--- config.mk ---
export PLATFORM = sky130hd
export DESIGN_NAME = demux_frame_router
export DESIGN_NICKNAME = d
export VERILOG_FILES = /design/src/rtl/demux_frame_router.sv
export SDC_FILE = /design/constraint.sdc
export NUM_CORES = 1
export LEC_CHECK = 0
export CORE_ASPECT_RATIO = 1.25
export CORE_MARGIN = 4
export CORE_UTILIZATION = 50
export DETAILED_ROUTE_END_ITERATION = 7
export GPL_ROUTABILITY_DRIVEN = 0
export HOLD_SLACK_MARGIN = 0.06
export MAX_ROUTING_LAYER = met4
export PLACE_DENSITY = 0.74
export SLEW_MARGIN = 20
export SYNTH_ARGS = -nofsm -noshare
export SYNTH_HDL_FRONTEND = slang
export SYNTH_SLANG_ARGS = --single-unit
export TNS_END_PERCENT = 10
--- constraint.sdc ---
create_clock -name clk -period 1.76 [get_ports clk]
set_input_delay 0.44 -clock clk [delete_from_list [all_inputs] [get_ports clk]]
set_output_delay 0.44 -clock clk [all_outputs]
set_load 0.01 [all_outputs]
--- src/rtl/demux_frame_router.sv ---
// demux_frame_router: serial frame receiver that feeds the 1:4 demultiplexer.
// Frame (MSB first): start bit, 2 address bits, 8 data bits, optional even
// parity bit, stop bit. A good frame latches sel/data_out and pulses the
// one-hot chan_valid strobe. A bad frame pulses frame_err instead.
// Optional feature macro: DEMUX_FRAME_PARITY_EN (adds the parity bit and PAR state).
module demux_frame_router #(
  parameter logic IDLE_LEVEL = 1'b1
) (
  input  logic       clk,
  input  logic       rst,
  input  logic       serial_in,
  input  logic       sample_en,
  output logic [1:0] sel,
  output logic [7:0] data_out,
  output logic [3:0] chan_valid,
  output logic       busy,
  output logic       frame_err
);

`ifdef DEMUX_FRAME_PARITY_EN
  typedef enum logic [2:0] {IDLE, ADDR, DATA, PAR, STOP} state_t;
`else
  typedef enum logic [2:0] {IDLE, ADDR, DATA, STOP} state_t;
`endif

  state_t      state;
  state_t      state_nxt;
  logic        addr_cnt;
  logic [2:0]  data_cnt;
  logic [1:0]  addr_sr;
  logic [7:0]  data_sr;
  logic        frame_done;
  logic        frame_good;
`ifdef DEMUX_FRAME_PARITY_EN
  logic        par_bit;
`endif

  // State register; reset wins over any same-cycle line activity.
  always_ff @(posedge clk) begin
    if (rst) begin
      state <= IDLE;
    end else begin
      state <= state_nxt;
    end
  end

  // Next-state decode and stop-bit evaluation; nothing moves without sample_en.
  always_comb begin
    state_nxt  = state;
    frame_done = 1'b0;
    frame_good = 1'b0;
    if (sample_en) begin
      case (state)
        IDLE: begin
          if (serial_in != IDLE_LEVEL) begin
            state_nxt = ADDR;
          end
        end
        ADDR: begin
          if (addr_cnt) begin
            state_nxt = DATA;
          end
        end
        DATA: begin
          if (data_cnt == 3'd7) begin
`ifdef DEMUX_FRAME_PARITY_EN
            state_nxt = PAR;
`else
            state_nxt = STOP;
`endif
          end
        end
`ifdef DEMUX_FRAME_PARITY_EN
        PAR: begin
          state_nxt = STOP;
        end
`endif
        STOP: begin
          state_nxt  = IDLE;
          frame_done = 1'b1;
`ifdef DEMUX_FRAME_PARITY_EN
          frame_good = (serial_in == IDLE_LEVEL) &&
                       ((^{addr_sr, data_sr, par_bit}) == 1'b0);
`else
          frame_good = (serial_in == IDLE_LEVEL);
`endif
        end
        default: begin
          state_nxt = IDLE;
        end
      endcase
    end
  end

  // Shift registers, bit counters and registered outputs.
  always_ff @(posedge clk) begin
    if (rst) begin
      addr_cnt   <= 1'b0;
      data_cnt   <= 3'd0;
      addr_sr    <= 2'b00;
      data_sr    <= 8'h00;
`ifdef DEMUX_FRAME_PARITY_EN
      par_bit    <= 1'b0;
`endif
      sel        <= 2'b00;
      data_out   <= 8'h00;
      chan_valid <= 4'h0;
      busy       <= 1'b0;
      frame_err  <= 1'b0;
    end else begin
      chan_valid <= 4'h0;
      frame_err  <= 1'b0;
      busy       <= (state_nxt != IDLE);
      if (sample_en) begin
        if (state == ADDR) begin
          addr_sr  <= {addr_sr[0], serial_in};
          addr_cnt <= ~addr_cnt;
        end
        if (state == DATA) begin
          data_sr  <= {data_sr[6:0], serial_in};
          data_cnt <= data_cnt + 3'd1;
        end
`ifdef DEMUX_FRAME_PARITY_EN
        if (state == PAR) begin
          par_bit <= serial_in;
        end
`endif
      end
      if (frame_done) begin
        if (frame_good) begin
          sel        <= addr_sr;
          data_out   <= data_sr;
          chan_valid <= 4'b0001 << addr_sr;
        end else begin
          frame_err  <= 1'b1;
        end
      end
    end
  end

endmodule

==> impl_metrics.env <==
export IMPL_cp_end_kind="primary output"
export IMPL_numCtsBuffers=5
export IMPL_die_x_microns=54.8
export IMPL_critical_path_peak_fanout=2
export IMPL_critPathSlowestCell="clkdlybuf4s50_1"
export IMPL_finish_utilization_pct=65.6
export IMPL_async_flop_share_pct=0
export IMPL_powerDensity_mw_per_mm2=747
export IMPL_drv_cap=0
export IMPL_rsz0062_at_grt="no"
export IMPL_final_cell_count_no_fill=206
export IMPL_worst_pin_slew_ns=0.338
export IMPL_yosys_most_used_dff="dfxtp_1"
export IMPL_crit_start="sel[0]"
export IMPL_cts_sinks=33
export IMPL_antenna_found_initial=0
export IMPL_syn_to_final_growth_pct=21.0
export IMPL_critPathTopFamily="buffers and inverters"
export IMPL_hold_class="flip-flop to flip-flop"
export IMPL_r2r_start="state[1]"
export IMPL_syn_area_per_cell_sq_um=9.14
export IMPL_clk_latency_ns=0.33
export IMPL_crit_cells=1
export IMPL_layout_min_cycle_time_ns=1.66
export IMPL_routed_wl_microns=2260
export IMPL_status="completed"
export IMPL_root_buffer="clkbuf_4"
export IMPL_cp_endpoint="sel[0]"
export IMPL_drt_vias_per_instance=5.03
export IMPL_io_pins=20
export IMPL_dp_cells=199
export IMPL_timing_rr_end="chan_valid[2]"
export IMPL_r2r_slack_ns=0.47
export IMPL_syn_num_nets=156
export IMPL_synth_area_sq_mm=0.00137
export IMPL_core_sq_mm=0.00253
export IMPL_vdd_ir_drop_max_mv=0.624
export IMPL_grt_pass1_wl_microns=4020
export IMPL_wl_per_cell_microns=11.0
export IMPL_via_count=1036
export IMPL_slew_headroom_pct=77.4
export IMPL_finalSetupTns_ns=0
export IMPL_dieArea_sq_mm=0.00365
export IMPL_drt_pass1_iterations=4
export IMPL_cp_data_arrival_time_ns=1.22
export IMPL_finalPower_mw=1.24
export IMPL_slowest_delay_ns=0.54
export IMPL_required_ns=1.32
export IMPL_drtAntennaViolNets=0
export IMPL_syn_inst=150
export IMPL_leakage_nw=0.630
export IMPL_ys_seq_area_share_pct=48.2
export IMPL_placed_area_sq_mm=0.00160
export IMPL_hold_viol_final=0
export IMPL_grt_total_usage_pct=15.9
export IMPL_startpoint_type="flip-flop"
export IMPL_h_tree_depth=2
export IMPL_ff2ff_path_depth=4
export IMPL_min_period_over_period_pct=94.3
export IMPL_path_buf_inv=1
export IMPL_ctsResizeCount=0
export IMPL_hpwl_microns=1650
export IMPL_n_antenna_cell=0
export IMPL_worstSetupPathType="flip-flop to primary output"
export IMPL_setup_viol=0
export IMPL_synth_warnings=0
export IMPL_synth_distinct_cells=34
export IMPL_synth_edf_count=0
export IMPL_grt_ovfl_total=0
export IMPL_die_h_microns=66.6
export IMPL_clockBufferDepth=2
export IMPL_mostFrequentLayoutCells="dfxtp_1, nand2_1, clkdlybuf4s50_1"
export IMPL_skew_ns=0.00908
export IMPL_grt_max_degree=31
export IMPL_start_util_pct=54.3
export IMPL_fmax_mhz=602
export IMPL_fill_cells=208
export IMPL_fin_area_sq_mm=0.00166
export IMPL_rows=20
export IMPL_drt_first_iter_violations=22
export IMPL_portBuffers=19
export IMPL_maxSlewViolCount=0
export IMPL_synth_seq_cells=33
export IMPL_postCtsHoldBufs=0
export IMPL_grt_pass1_vias=924
export IMPL_cts_tree="yes"
export IMPL_crit_chain="clkdlybuf4s50_1"
export IMPL_clk_pin_slew_worst_paths_ns=0.09
export IMPL_post_route_cells_drive_above_1_share_pct=12.1
export IMPL_drt_drc_violations_left=0
export IMPL_cts_setup_buffers=0
export IMPL_nets=179
export IMPL_final_common_cell="dfxtp_1"
-- area by class of cell --
type / instances / area [sq um] / area share [%]
clock buffers: 7 / 55.1 / 3.32
inverters: 2 / 7.51 / 0.452
multi-input cells: 103 / 624 / 37.6
flip-flops and latches: 33 / 661 / 39.8
well taps: 33 / 41.3 / 2.49
repair buffers: 28 / 270 / 16.3
-- synthesized netlist by cell type (3+ instances only) --
library cell  number  share of area [%]
dfxtp_1           33                 48
nand2_1           23                6.3
a21oi_1           10                3.6
nand2b_1          10                4.6
nor2b_1           10                4.6
o21ai_0           10                3.6
o21ai_1            9                3.3
nor2_1             5                1.4
clkbuf_1           4                1.1
nor3_1             4                1.5
buf_6              3                2.5
-- logic make-up (layout without fill, tap and decap cells) --
logic type / count (synthesis) / count (layout) / share of synthesized area (%)
flops: 33 / 33 / 48.2
fa+ha+maj: 2 / 2 / 1.82
buf+inv: 14 / 37 / 6.29
xor+xnor: 2 / 2 / 1.28
mux: 2 / 2 / 1.46
compound gates: 34 / 34 / 13.8
simple gates: 63 / 63 / 27.2
-- through the flow --
| step | worst slack (ns) | hold WS, ns |
|---|---|---|
| after global placement | 0.00495 | 0.446 |
| after CTS | 0.0803 | 0.460 |
| after detailed placement | -0.0405 | 0.447 |
| after floorplan | 0.525 | 0.437 |
| after global routing | 0.0541 | 0.495 |
| final | 0.0998 | 0.459 |
-- worst reg2reg max path, cell delays in order (launching register included) --
cell and delay (ns):
dfxtp_1 0.53, nand4b_4 0.13, buf_4 0.18, nor3_2 0.20, and3b_1 0.19
-- registers in the layout, indices dropped and copies added, names as in the netlist --
name / flops
data_out: 8
data_sr: 8
chan_valid: 4
data_cnt: 3
state: 3
addr_sr: 2
sel: 2
addr_cnt: 1
busy: 1
frame_err: 1
-- metal layers --
metal / vias to the layer above / wire (microns) / GRT usage [%]
met5: - / 0 / -
met1: 464 / 1010 / 17.3
met3: 6 / 105 / 6.04
met4: 0 / 57 / 8.41
li1: 547 / - / -
met2: 19 / 1080 / 24.4
-- where the power goes --
group | internal, mW | switching [mW] | leakage (nW)
Sequential | 0.752 | 0.00820 | 0.266
Combinational | 0.0329 | 0.0317 | 0.332
Clock | 0.188 | 0.226 | 0.0314
Total | 0.973 | 0.266 | 0.630
-- how the worst min path moves through the flow --
stage                 from           to  slack [ns]  cells past startpoint
6_report        data_sr[7]   data_sr[7]        0.46                      2
5_1_grt        data_cnt[2]  data_cnt[2]        0.50                      2
4_1_cts         data_sr[7]   data_sr[7]        0.46                      2
3_5_place_dp    data_sr[7]   data_sr[7]        0.45                      2
3_3_place_gp    data_sr[7]   data_sr[7]        0.45                      2
2_1_floorplan   data_sr[7]   data_sr[7]        0.44                      2
(Power assumes the default switching activity.)
